[src/rtl/axi2s_regbank_mc.sv]
// Multi-channel control/status register bank for the AXI-to-stream DMA path.
// Shadow BASE/SIZE/CTRL registers are copied to the active outputs on a
// frame_sync while a commit is armed. Also holds the deferred frame adjustment,
// sticky W1C error capture with a masked interrupt, and a registered read port.
module axi2s_regbank_mc #(
  parameter logic [17:0] BASE = 18'h00000,
  parameter int unsigned NCH  = 4,
  parameter int unsigned FW   = 24,
  parameter logic [31:0] VER  = 32'h0002_0000
) (
  input  logic              clk,
  input  logic              rst,
  input  logic              en,
  input  logic              wen,
  input  logic [17:0]       addr,
  input  logic [31:0]       din,
  output logic [31:0]       dout,
  output logic              rvalid,
  input  logic              frame_sync,
  output logic [NCH-1:0]    ch_en,
  output logic [NCH*32-1:0] ch_base,
  output logic [NCH*18-1:0] ch_size,
  input  logic [NCH*18-1:0] ch_acnt,
  input  logic [NCH*32-1:0] ch_bcnt,
  input  logic [NCH-1:0]    ch_err,
  output logic [FW-1:0]     frame_len,
  output logic [FW-1:0]     frame_adj,
  output logic              adj_pulse,
  output logic              adj_pending,
  output logic              irq
);

  // Channel c resets to 0xFFFC0000 + c * 0x10000.
  function automatic logic [NCH-1:0][31:0] base_rst();
    logic [NCH-1:0][31:0] v;
    for (int unsigned c = 0; c < NCH; c++) begin
      v[c] = 32'hFFFC_0000 + (32'(c) << 16);
    end
    return v;
  endfunction

  function automatic logic [NCH-1:0][17:0] size_rst();
    logic [NCH-1:0][17:0] v;
    for (int unsigned c = 0; c < NCH; c++) begin
      v[c] = 18'h400;
    end
    return v;
  endfunction

  // Address decode
  logic       hit, glob_sel, ch_sel, wr, rd;
  logic [2:0] reg_idx, ch_idx;
  logic [1:0] ch_fld;
  logic       unused_addr;

  assign hit         = (addr[17:8] == BASE[17:8]);
  assign glob_sel    = hit && (addr[7:5] == 3'b000);
  assign ch_sel      = hit && addr[7] && (32'(addr[6:4]) < NCH);
  assign reg_idx     = addr[4:2];
  assign ch_idx      = addr[6:4];
  assign ch_fld      = addr[3:2];
  assign wr          = en && wen;
  assign rd          = en && !wen;
  assign unused_addr = ^addr[1:0];

  logic wr_ctrl, wr_commit, wr_flen, wr_fadj, wr_err, wr_mask;
  assign wr_ctrl   = wr && glob_sel && (reg_idx == 3'd0);
  assign wr_commit = wr && glob_sel && (reg_idx == 3'd1);
  assign wr_flen   = wr && glob_sel && (reg_idx == 3'd2);
  assign wr_fadj   = wr && glob_sel && (reg_idx == 3'd3);
  assign wr_err    = wr && glob_sel && (reg_idx == 3'd4);
  assign wr_mask   = wr && glob_sel && (reg_idx == 3'd5);

  // State
  logic [NCH-1:0]       ctrl_sh_q, ctrl_sh_d, ch_en_q, ch_en_d;
  logic [NCH-1:0][31:0] base_sh_q, base_sh_d, base_act_q, base_act_d;
  logic [NCH-1:0][17:0] size_sh_q, size_sh_d, size_act_q, size_act_d;
  logic                 armed_q, armed_d;
  logic [FW-1:0]        frame_len_q, frame_len_d, frame_adj_q, frame_adj_d;
  logic                 adj_pending_q, adj_pending_d, adj_pulse_q, adj_pulse_d;
  logic [NCH-1:0]       err_q, err_d, irq_mask_q, irq_mask_d;
  logic                 irq_q, irq_d;
  logic [31:0]          dout_q, dout_d;
  logic                 rvalid_q, rvalid_d;

  logic commit_now;
  assign commit_now = frame_sync && armed_q;

  // Shadow writes, frame-synchronous commit and immediate disable
  always_comb begin
    ctrl_sh_d  = ctrl_sh_q;
    ch_en_d    = ch_en_q;
    base_sh_d  = base_sh_q;
    size_sh_d  = size_sh_q;
    base_act_d = base_act_q;
    size_act_d = size_act_q;
    // Commit copies the pre-edge shadows, so a coincident shadow write waits
    if (commit_now) begin
      ch_en_d    = ctrl_sh_q;
      base_act_d = base_sh_q;
      size_act_d = size_sh_q;
    end
    if (wr_ctrl) begin
      ctrl_sh_d = din[NCH-1:0];
      ch_en_d   = ch_en_d & din[NCH-1:0];
    end
    for (int unsigned c = 0; c < NCH; c++) begin
      if (wr && ch_sel && (ch_idx == 3'(c))) begin
        if (ch_fld == 2'd0) base_sh_d[c] = din;
        if (ch_fld == 2'd1) size_sh_d[c] = din[23:6];
      end
    end
  end

  // Commit arming, frame adjust, error capture and interrupt
  always_comb begin
    armed_d = armed_q;
    if (commit_now) armed_d = 1'b0;
    if (wr_commit && din[0]) armed_d = 1'b1;

    frame_len_d = wr_flen ? din[FW-1:0] : frame_len_q;

    frame_adj_d   = frame_adj_q;
    adj_pending_d = adj_pending_q;
    adj_pulse_d   = 1'b0;
    if (wr_fadj) begin
      // A write on the frame_sync edge re-arms instead of firing
      frame_adj_d   = din[FW-1:0];
      adj_pending_d = 1'b1;
    end else if (frame_sync && adj_pending_q) begin
      adj_pending_d = 1'b0;
      adj_pulse_d   = 1'b1;
    end

    err_d = err_q;
    if (wr_err) err_d = err_d & ~din[NCH-1:0];
    err_d = err_d | ch_err;

    irq_mask_d = wr_mask ? din[NCH-1:0] : irq_mask_q;
    irq_d      = |(err_q & irq_mask_q);
  end

  // Read data mux and registered read port
  logic [NCH-1:0][17:0] acnt_v;
  logic [NCH-1:0][31:0] bcnt_v;
  logic [31:0]          rdata;
  assign acnt_v = ch_acnt;
  assign bcnt_v = ch_bcnt;

  always_comb begin
    rdata = '0;
    if (glob_sel) begin
      case (reg_idx)
        3'd0:    rdata = 32'(ctrl_sh_q);
        3'd1:    rdata = {31'b0, armed_q};
        3'd2:    rdata = 32'(frame_len_q);
        3'd3:    rdata = 32'(frame_adj_q);
        3'd4:    rdata = 32'(err_q);
        3'd5:    rdata = 32'(irq_mask_q);
        3'd6:    rdata = {30'b0, armed_q, adj_pending_q};
        default: rdata = VER;
      endcase
    end
    for (int unsigned c = 0; c < NCH; c++) begin
      if (ch_sel && (ch_idx == 3'(c))) begin
        case (ch_fld)
          2'd0:    rdata = base_sh_q[c];
          2'd1:    rdata = {8'b0, size_sh_q[c], 6'b0};
          2'd2:    rdata = {8'b0, acnt_v[c], 6'b0};
          default: rdata = bcnt_v[c];
        endcase
      end
    end
    dout_d   = rd ? rdata : dout_q;
    rvalid_d = rd;
  end

  // State registers
  always_ff @(posedge clk or posedge rst) begin
    if (rst) begin
      ctrl_sh_q     <= '0;
      ch_en_q       <= '0;
      base_sh_q     <= base_rst();
      base_act_q    <= base_rst();
      size_sh_q     <= size_rst();
      size_act_q    <= size_rst();
      armed_q       <= 1'b0;
      frame_len_q   <= FW'(1920);
      frame_adj_q   <= '0;
      adj_pending_q <= 1'b0;
      adj_pulse_q   <= 1'b0;
      err_q         <= '0;
      irq_mask_q    <= '0;
      irq_q         <= 1'b0;
      dout_q        <= '0;
      rvalid_q      <= 1'b0;
    end else begin
      ctrl_sh_q     <= ctrl_sh_d;
      ch_en_q       <= ch_en_d;
      base_sh_q     <= base_sh_d;
      base_act_q    <= base_act_d;
      size_sh_q     <= size_sh_d;
      size_act_q    <= size_act_d;
      armed_q       <= armed_d;
      frame_len_q   <= frame_len_d;
      frame_adj_q   <= frame_adj_d;
      adj_pending_q <= adj_pending_d;
      adj_pulse_q   <= adj_pulse_d;
      err_q         <= err_d;
      irq_mask_q    <= irq_mask_d;
      irq_q         <= irq_d;
      dout_q        <= dout_d;
      rvalid_q      <= rvalid_d;
    end
  end

  assign ch_en       = ch_en_q;
  assign ch_base     = base_act_q;
  assign ch_size     = size_act_q;
  assign frame_len   = frame_len_q;
  assign frame_adj   = frame_adj_q;
  assign adj_pulse   = adj_pulse_q;
  assign adj_pending = adj_pending_q;
  assign irq         = irq_q;
  assign dout        = dout_q;
  assign rvalid      = rvalid_q;

endmodule

[config.mk]
export PLATFORM = sky130hd
export DESIGN_NAME = axi2s_regbank_mc
export DESIGN_NICKNAME = d
export VERILOG_FILES = /design/src/rtl/axi2s_regbank_mc.sv
export SDC_FILE = /design/constraint.sdc
export NUM_CORES = 1
export LEC_CHECK = 0
export BUFFER_PORTS_ARGS = -buffer_cell sky130_fd_sc_hd__buf_2
export CORE_MARGIN = 5
export CORE_UTILIZATION = 54
export CTS_CLUSTER_SIZE = 24
export DETAILED_ROUTE_END_ITERATION = 8
export GPL_TIMING_DRIVEN = 0
export PLACE_DENSITY = 0.8
export SYNTH_ARGS = -nofsm -noshare
export SYNTH_HDL_FRONTEND = slang
export SYNTH_SLANG_ARGS = --single-unit
[constraint.sdc]
create_clock -name clk -period 18.9 [get_ports clk]
set_input_delay 1.89 -clock clk [delete_from_list [all_inputs] [get_ports clk]]
set_output_delay 1.89 -clock clk [all_outputs]
set_load 0.005 [all_outputs]
; ---- After elaboration in Yosys (flattened, before gate mapping)
; Cells that the tools add are included.
[classes]
n_lt_le_gt_ge = 1
eq_ne = 11
n_reduce_logical = 41
n_mux = 19
bitwise = 5
[op_table]
columns = operator, count
row1 = $pmux W32 S3, 4
row2 = $pmux W24 S7, 1
row3 = $mux W32, 4
row4 = $logic_and A1 B1 Y1, 24
row5 = $mux W24, 1
row6 = $reduce_and A2 Y1, 8
row7 = $and A4 B4 Y4, 3
row8 = $eq A3 B2 Y1 const B, 4
row9 = $mux W4, 3
row10 = $logic_not A10 Y1, 1
row11 = $eq A3 B3 Y1 const B, 3
row12 = $logic_not A3 Y1, 3
row13 = $eq A3 B1 Y1 const B, 2
row14 = $mux W1, 6
row15 = $not A4 Y4, 1
row16 = $or A4 B4 Y4, 1
row17 = $reduce_bool A2 Y1, 2
row18 = $reduce_or A4 Y1, 1
row19 = $lt A3 B3 Y1 const B, 1
row20 = $eq A2 B1 Y1 const B, 1
row21 = $eq A2 B2 Y1 const B, 1
row22 = $logic_not A2 Y1, 1
row23 = $logic_not A1 Y1, 1
[totals]
ff_bits = 501
in_bits = 259

; ---- Logic depth before layout (Yosys ltp)
; Gate-level depths: netlist of run 1.
[depth]
depth_word = 8
mapped_depth = 9
ltp_nobuf = 5

; ---- Least setup slack after synthesis of run 1
; OpenSTA, ideal clock, no wires.
[synth_path]
path_type = input to register
startpoint = input port addr[15]
endpoint = register base_sh_q[0] (netlist name)
path_buffers = 2
stages = 6
slack_ns = 14.969
arrival_time_ns = 3.804
cell_sequence = or4_1 clkbuf_1 or4_4 nor2_4 buf_6 mux2_1
[synth_via]
elab_chain_len = 6
[synth_rtl]
columns = element, line
row1 = "start, declared", 15  ; input logic [17:0] addr,
row2 = $logic_not A10 Y1, 56  ; assign hit = (addr[17:8] == BASE[17:8]);
row3 = $logic_and A1 B1 Y1 (2 in a row), 58  ; assign ch_sel = hit && addr[7] && (32'(addr[6:4]) < NCH);
row4 = $logic_and A1 B1 Y1 (2 in a row), 108  ; if (wr && ch_sel && (ch_idx == 3'(c))) begin
row5 = $reduce_and A2 Y1 (no source line), --
row6 = "end signal, assigned", 183  ; base_sh_q <= base_rst();
row7 = "end signal, assigned", 200  ; base_sh_q <= base_sh_d;
row8 = "end, declared", 76  ; logic [NCH-1:0][31:0] base_sh_q, base_sh_d, base_act_q, base_act_d;
; No other way between the ends.
; A chain may end at the register's enable or synchronous reset.

; ---- Worst setup path in the final report of run 1
[layout_path]
startpoint = input port addr[4]
endpoint = register base_sh_q[32] (netlist name)
[layout_via]
elab_chain_len = 5
word_cells_on_any_way = 6
classes_between = order compare (1) / eq/ne (1) / reduce/logical (4)
[layout_rtl]
columns = element, line
row1 = $lt A3 B3 Y1, 58
row2 = $logic_and A1 B1 Y1, 58
row3 = $logic_and A1 B1 Y1, 108
row4 = $logic_and A1 B1 Y1 (*), 108
row5 = $reduce_and A2 Y1 (no source line) (*), --
; Mark *: on every way between the ends. The rest lies on a longest branch, timed or not.

==> results of run 1 <==
## worst paths after layout
check | start | endpoint | slack (ns) | cells past startpoint
worst max-delay path | addr[4] | base_sh_q[32] | 14.20 | 8
worst min-delay path | ch_base[58] | ch_base[58] | 0.46 | 2
worst max register to register | armed_q | ch_base[30] | 15.97 | 6
worst min register to register | ch_base[58] | ch_base[58] | 0.46 | 2
max in group asynchronous | rst | base_sh_q[14] | 16.19 | 4
min in group asynchronous | rst | ch_base[96] | 1.28 | 2
## final cells by class
| cell class | instances | area, sq um | share of cell area |
|---|---|---|---|
| multi-input combinational | 1333 | 9420 | 0.3374 |
| tap | 539 | 674.4 | 0.02415 |
| timing repair buffer | 524 | 2713 | 0.09715 |
| clock inverter | 10 | 128.9 | 0.004616 |
| sequential | 501 | 12700 | 0.4549 |
| antenna | 9 | 22.52 | 0.0008066 |
| buffer | 158 | 678.2 | 0.02429 |
| clock buffer | 85 | 1556 | 0.05574 |
| inverter | 5 | 26.28 | 0.0009410 |
## registers in the layout, indices dropped and copies added, names as in the netlist
signal       flops
irq_mask_q       4
rvalid           1
frame_adj       24
adj_pending      1
irq              1
ch_base        128
size_sh_q       72
frame_len       24
adj_pulse        1
ch_size         72
err_q            4
armed_q          1
ch_en            4
ctrl_sh_q        4
dout            32
base_sh_q      128
## routing by layer
metal,global-route usage,vias up,part of all wire
met5,0,-,0.00027
li1,-,8151,-
met4,0.2114,6,0.067
met2,0.6128,1504,0.45
met1,0.5209,9963,0.37
met3,0.1148,342,0.11
## power by group through the flow
stage                     Combinational, W  Clock (W)  Sequential, W
after floorplan                  0.0000693          0        0.00109
after global placement            0.000142          0        0.00109
after detailed placement          0.000147          0        0.00109
after CTS                         0.000148    0.00104        0.00108
after global routing              0.000157    0.00109        0.00107
final                             0.000151    0.00104        0.00108
## cell usage in the layout (no fill, tap or decap), drive strengths merged, types with 7 or more instances in the layout
cell    count
nand2     670
buf       594
dfrtp     369
mux2      256
clkbuf    173
dfstp     132
mux4       69
o21ai      47
a221oi     45
a22oi      37
nor3       23
a22o       22
nor2       20
a21oi      19
mux2i      17
and3       11
diode       9
nand3       9
and2        7
o22ai       7
nor4        7
## worst max-delay path, stage by stage
cell and delay [ns]:
buf_2 0.13, buf_4 0.23, clkinv_1 0.44, nor3b_1 0.57, nand4_1 0.36, nor2_1 0.67, buf_2 0.49, mux2_2 0.38
## through the flow
| stage | setup TNS, ns | cells | hold WS (ns) | setup WS (ns) |
|---|---|---|---|---|
| after floorplan | 0 | 1997 | 0.4378 | 3.240 |
| after global placement | -568.85 | 3056 | 0.4453 | -1.590 |
| after detailed placement | 0 | 3060 | 0.4480 | 13.66 |
| after CTS | 0 | 3155 | 0.4565 | 14.28 |
| after global routing | 0 | 3162 | 0.4725 | 14.17 |
| final | 0 | 3164 | 0.4560 | 14.20 |
## cell families (layout without fill, tap and decap cells)
logic type      Yosys count  in the layout  synth area share
flops                   501            501            0.5567
buf+inv                 163            782           0.03043
compound gates          220            220           0.07134
mux                     342            342            0.2019
simple gates            771            771            0.1396
other cells               0              9                 0
==> impl_metrics.env, run 1 <==
export IMPL_drive_gt1_frac=0.3903
export IMPL_antenna_found_initial=11
export IMPL_rows=75
export IMPL_synth_most_common_cell="nand2_1"
export IMPL_avgSynthCellArea_sq_um=11.43
export IMPL_rsz0062_at_grt="false"
export IMPL_drcViolationCount=0
export IMPL_comb_power_share=0.067
export IMPL_hold_viol=0
export IMPL_max_slew_margin_rel=0.01227
export IMPL_crit_type="input pin to register"
export IMPL_grt_max_degree=135
export IMPL_grt_usage=0.3995
export IMPL_yosysSeqAreaShare=0.5567
export IMPL_crit_path_end_kind="register"
export IMPL_routed_wl_microns=94890
export IMPL_p_per_area_nw_per_um2=81.06
export IMPL_setup_violations=0
export IMPL_fin_area_sq_um=27920
export IMPL_drv_slew=0
export IMPL_root_buffer="clkbuf_16"
export IMPL_clk_insertion_delay_late_ns=0.60
export IMPL_ys_flop_type="dfrtp_1"
export IMPL_start_kind="input pin"
export IMPL_cts_tree="yes"
export IMPL_drt_first_pass_iters=7
export IMPL_drt_iter0_drc=2714
export IMPL_synthArstFlopShare=1.000
export IMPL_postLayoutCoreUtil=0.6671
export IMPL_netlist_top_cells_area="dfrtp_1 (40%), dfstp_2 (15%), nand2_1 (11%)"
export IMPL_seqPwrFrac=0.475
export IMPL_yosysWarnings=0
export IMPL_worst_ir_drop_vdd_mv=0.05907
export IMPL_start_util=0.5452
export IMPL_synth_area_sq_um=22820
export IMPL_synth_cell_types=64
export IMPL_clockBufferDepth=3
export IMPL_fin_crit_sh=0.2484
export IMPL_tightest_slew_ns=1.482
export IMPL_postRouteAntennaNets=0
export IMPL_area_growth_syn_to_layout_pct=22.37
export IMPL_nets=2833
export IMPL_synth_edf_count=0
export IMPL_clk_pin_slew_ns=0.06
export IMPL_grt_pass1_wl_microns=137000
export IMPL_synth_top_area_frac=0.4047
export IMPL_fmax_ghz=0.2130
export IMPL_grt_pass1_vias=20212
export IMPL_synth_largest_area_cell="dfrtp_1"
export IMPL_die_w_microns=215.6
export IMPL_synthCells=1997
export IMPL_core_region_area_sq_um=41850
export IMPL_switching_share=0.2384
export IMPL_post_cts_resized=0
export IMPL_fin_worst_skew_ns=0.01363
export IMPL_ys_ff_latch=501
export IMPL_ys_top_cells_by_count="nand2_1 (670), dfrtp_1 (369), mux2_2 (162)"
export IMPL_io_pins=547
export IMPL_post_cts_buffers=0
export IMPL_die_area_sq_um=46460
export IMPL_min_period_ns=4.695
export IMPL_clock_sinks=501
export IMPL_avgRoutedWirePerCell_microns=29.99
export IMPL_max_cap_violations=0
export IMPL_crit_fanout=10
export IMPL_portBuffers=520
export IMPL_p_switching_w=0.0005395
export IMPL_gp_congestion=0.9796
export IMPL_nFillCells=3285
export IMPL_p_total_w=0.002263
export IMPL_die_h_microns=215.6
export IMPL_vias_per_cell=6.310
export IMPL_gr_total_overflow=0
export IMPL_ctsHoldBuffers=0
export IMPL_hp_class="register to register"
export IMPL_htreeDepth=2
export IMPL_dp_hpwl_microns=71100
export IMPL_cp_required_ns=19.38
export IMPL_numCtsBuffers=51
export IMPL_placed_area_sq_um=26210
export IMPL_p_int_w=0.001724
export IMPL_power_leakage_nw=14.64
export IMPL_synth_fp_nets=2256
export IMPL_crit_arrival_ns=5.18
export IMPL_status="complete, no violations"
export IMPL_vias=19966
export IMPL_clockPowerShare=0.458
No activity file was read; power rests on OpenSTA's default activity.
==> run 2: changes to the inputs <==
==> constraint.sdc (replaced) <==
create_clock -name clk -period 4.5 [get_ports clk]
set_input_delay 0.45 -clock clk [delete_from_list [all_inputs] [get_ports clk]]
set_output_delay 0.45 -clock clk [all_outputs]
set_load 0.005 [all_outputs]
==> run 2 against run 1 <==
Against the previous run: the run now ends with max-capacitance violations, max-slew violations left; largest power group unchanged; global-route usage about the same; non-clock buffer count rose by 11; register-to-register slack got worse by 14 ns; die area unchanged; largest cell class unchanged; clock power grew to 4.2 times the previous value; critical endpoint is now size_sh_q[26]; critical path depth is the same.
==> impl_metrics.env, run 2 (synthesized netlist as in run 1, its figures left out) <==
export IMPL_die_area_sq_um=46460
export IMPL_die_h_microns=215.6
export IMPL_placed_area_sq_um=26380
export IMPL_r2r_cells=6
export IMPL_drv_slew=11
export IMPL_max_slew_margin_rel=-0.04871
export IMPL_p_per_area_nw_per_um2=338.9
export IMPL_max_cap_violations=1
export IMPL_ctsHoldBuffers=0
export IMPL_worstSetupStartpoint="addr[4]"
export IMPL_die_w_microns=215.6
export IMPL_gp_congestion=0.9620
export IMPL_antenna_found_initial=12
export IMPL_root_buffer="clkbuf_16"
export IMPL_rows=75
export IMPL_vias_per_cell=6.277
export IMPL_fin_area_sq_um=28110
export IMPL_min_period_ns=3.550
export IMPL_fin_worst_skew_ns=0.02531
export IMPL_clk_insertion_delay_late_ns=0.60
export IMPL_routed_wl_microns=94790
export IMPL_drive_gt1_frac=0.3949
export IMPL_setup_violations=0
export IMPL_power_leakage_nw=14.72
export IMPL_violations="max-capacitance violations, max-slew violations"
export IMPL_crit_path_end_kind="register"
export IMPL_post_cts_resized=0
export IMPL_drt_iter0_drc=2374
export IMPL_hp_class="input pin to async pin"
export IMPL_regToRegSetupSlack_ns=1.55
export IMPL_tightest_slew_ns=1.573
export IMPL_nets=2843
export IMPL_r2r_end="ch_base[27]"
export IMPL_gr_total_overflow=0
export IMPL_crit_fanout=10
export IMPL_grt_usage=0.4000
export IMPL_core_region_area_sq_um=41850
export IMPL_post_cts_buffers=0
export IMPL_htreeDepth=2
export IMPL_grt_pass1_wl_microns=137100
export IMPL_crit_arrival_ns=4.02
export IMPL_cp_required_ns=4.97
export IMPL_rsz0062_at_grt="false"
export IMPL_io_pins=547
export IMPL_cts_tree="yes"
export IMPL_numCtsBuffers=50
export IMPL_postRouteAntennaNets=0
export IMPL_layout_commonest_cell="nand2_1"
export IMPL_clockBufferDepth=3
export IMPL_clk_pin_slew_ns=0.07
export IMPL_fmax_ghz=0.2817
export IMPL_drcViolationCount=0
export IMPL_status="finished with violations"
export IMPL_crit_type="input pin to register"
export IMPL_vias=19912
export IMPL_worst_ir_drop_vdd_mv=0.2761
export IMPL_avgRoutedWirePerCell_microns=29.88
export IMPL_portBuffers=520
export IMPL_dp_hpwl_microns=72270
export IMPL_setup_tns_final_ns=0
export IMPL_grt_max_degree=46
export IMPL_crit_end="size_sh_q[26]"
export IMPL_clock_sinks=501
export IMPL_drt_first_pass_iters=8
export IMPL_reg2reg_from="armed_q"
export IMPL_hold_viol=0
export IMPL_start_util=0.5452
export IMPL_area_growth_syn_to_layout_pct=23.18
export IMPL_grt_pass1_vias=20273
export IMPL_fin_crit_sh=0.7888
export IMPL_final_cell_mix="nand2_1 (670), buf_2 (547), dfrtp_1 (369)"
export IMPL_start_kind="input pin"
## run 2: cell count changes in the layout (fill, tap and decap cells not counted), sizes merged
cell / previous run / this run
bufinv: 3 / 2
clkinvlp: 1 / 4
inv: 5 / 3
diode: 9 / 7
clkbuf: 173 / 170
buf: 594 / 605
clkinv: 6 / 8
## run 2: how the worst min path moves through the flow
stage	end	startpoint	depth (start not counted)	slack [ns]
3_5_place_dp	ch_base[90]	ch_base[90]	2	0.45
4_1_cts	ch_base[98]	rst	2	0.02
3_3_place_gp	ch_base[127]	ch_base[127]	2	0.45
6_report	ch_base[101]	rst	2	0.02
5_1_grt	err_q[3]	ch_err[3]	2	0.05
2_1_floorplan	ch_base[18]	base_sh_q[18]	2	0.44
## run 2: metrics by stage
| stage | util | hold slack (ns) | power (W) | worst slack [ns] | std cells |
|---|---|---|---|---|---|
| after CTS | 0.6711 | 0.01895 | 0.009517 | 1.158 | 3165 |
| after global placement | 0.6236 | 0.4474 | 0.005199 | -5.257 | 3056 |
| after detailed placement | 0.6303 | 0.4483 | 0.005232 | 0.5621 | 3071 |
| after floorplan | - | 0.4378 | 0.004888 | -2.641 | 1997 |
| after global routing | 0.6714 | 0.04899 | 0.009742 | 1.036 | 3169 |
| final | 0.6715 | 0.01520 | 0.009525 | 0.9504 | 3172 |
## run 2: metal layers
metal  wire length, microns  global-route usage
met3                  10510              0.1181
met5                     89                   0
met2                  42680              0.6191
met4                   6524              0.2210
met1                  34990              0.5101
## run 2: final cells by class
| cell class | count | area, sq um |
|---|---|---|
| timing repair buffer | 535 | 2885 |
| inverter | 5 | 22.52 |
| antenna | 7 | 17.52 |
| sequential | 501 | 12700 |
| tap | 539 | 674.4 |
| buffer | 158 | 676.9 |
| clock buffer | 82 | 1585 |
| multi-input combinational | 1333 | 9420 |
| clock inverter | 12 | 121.4 |
| fill | 3237 | 13750 |
## run 2: power breakdown
group	switching, W	internal [W]	leakage [nW]
Clock	0.00184	0.00252	0.834
Sequential	0.00000300	0.00451	6.49
Combinational	0.000437	0.000217	7.39
Total	0.00228	0.00725	14.7
## run 2: worst max-delay path: stages
cell and delay (ns):
buf_2 0.14, buf_4 0.24, clkinv_1 0.45, nor3b_1 0.69, nand4_1 0.45, nor2_2 0.74, buf_2 0.44, mux2_2 0.39
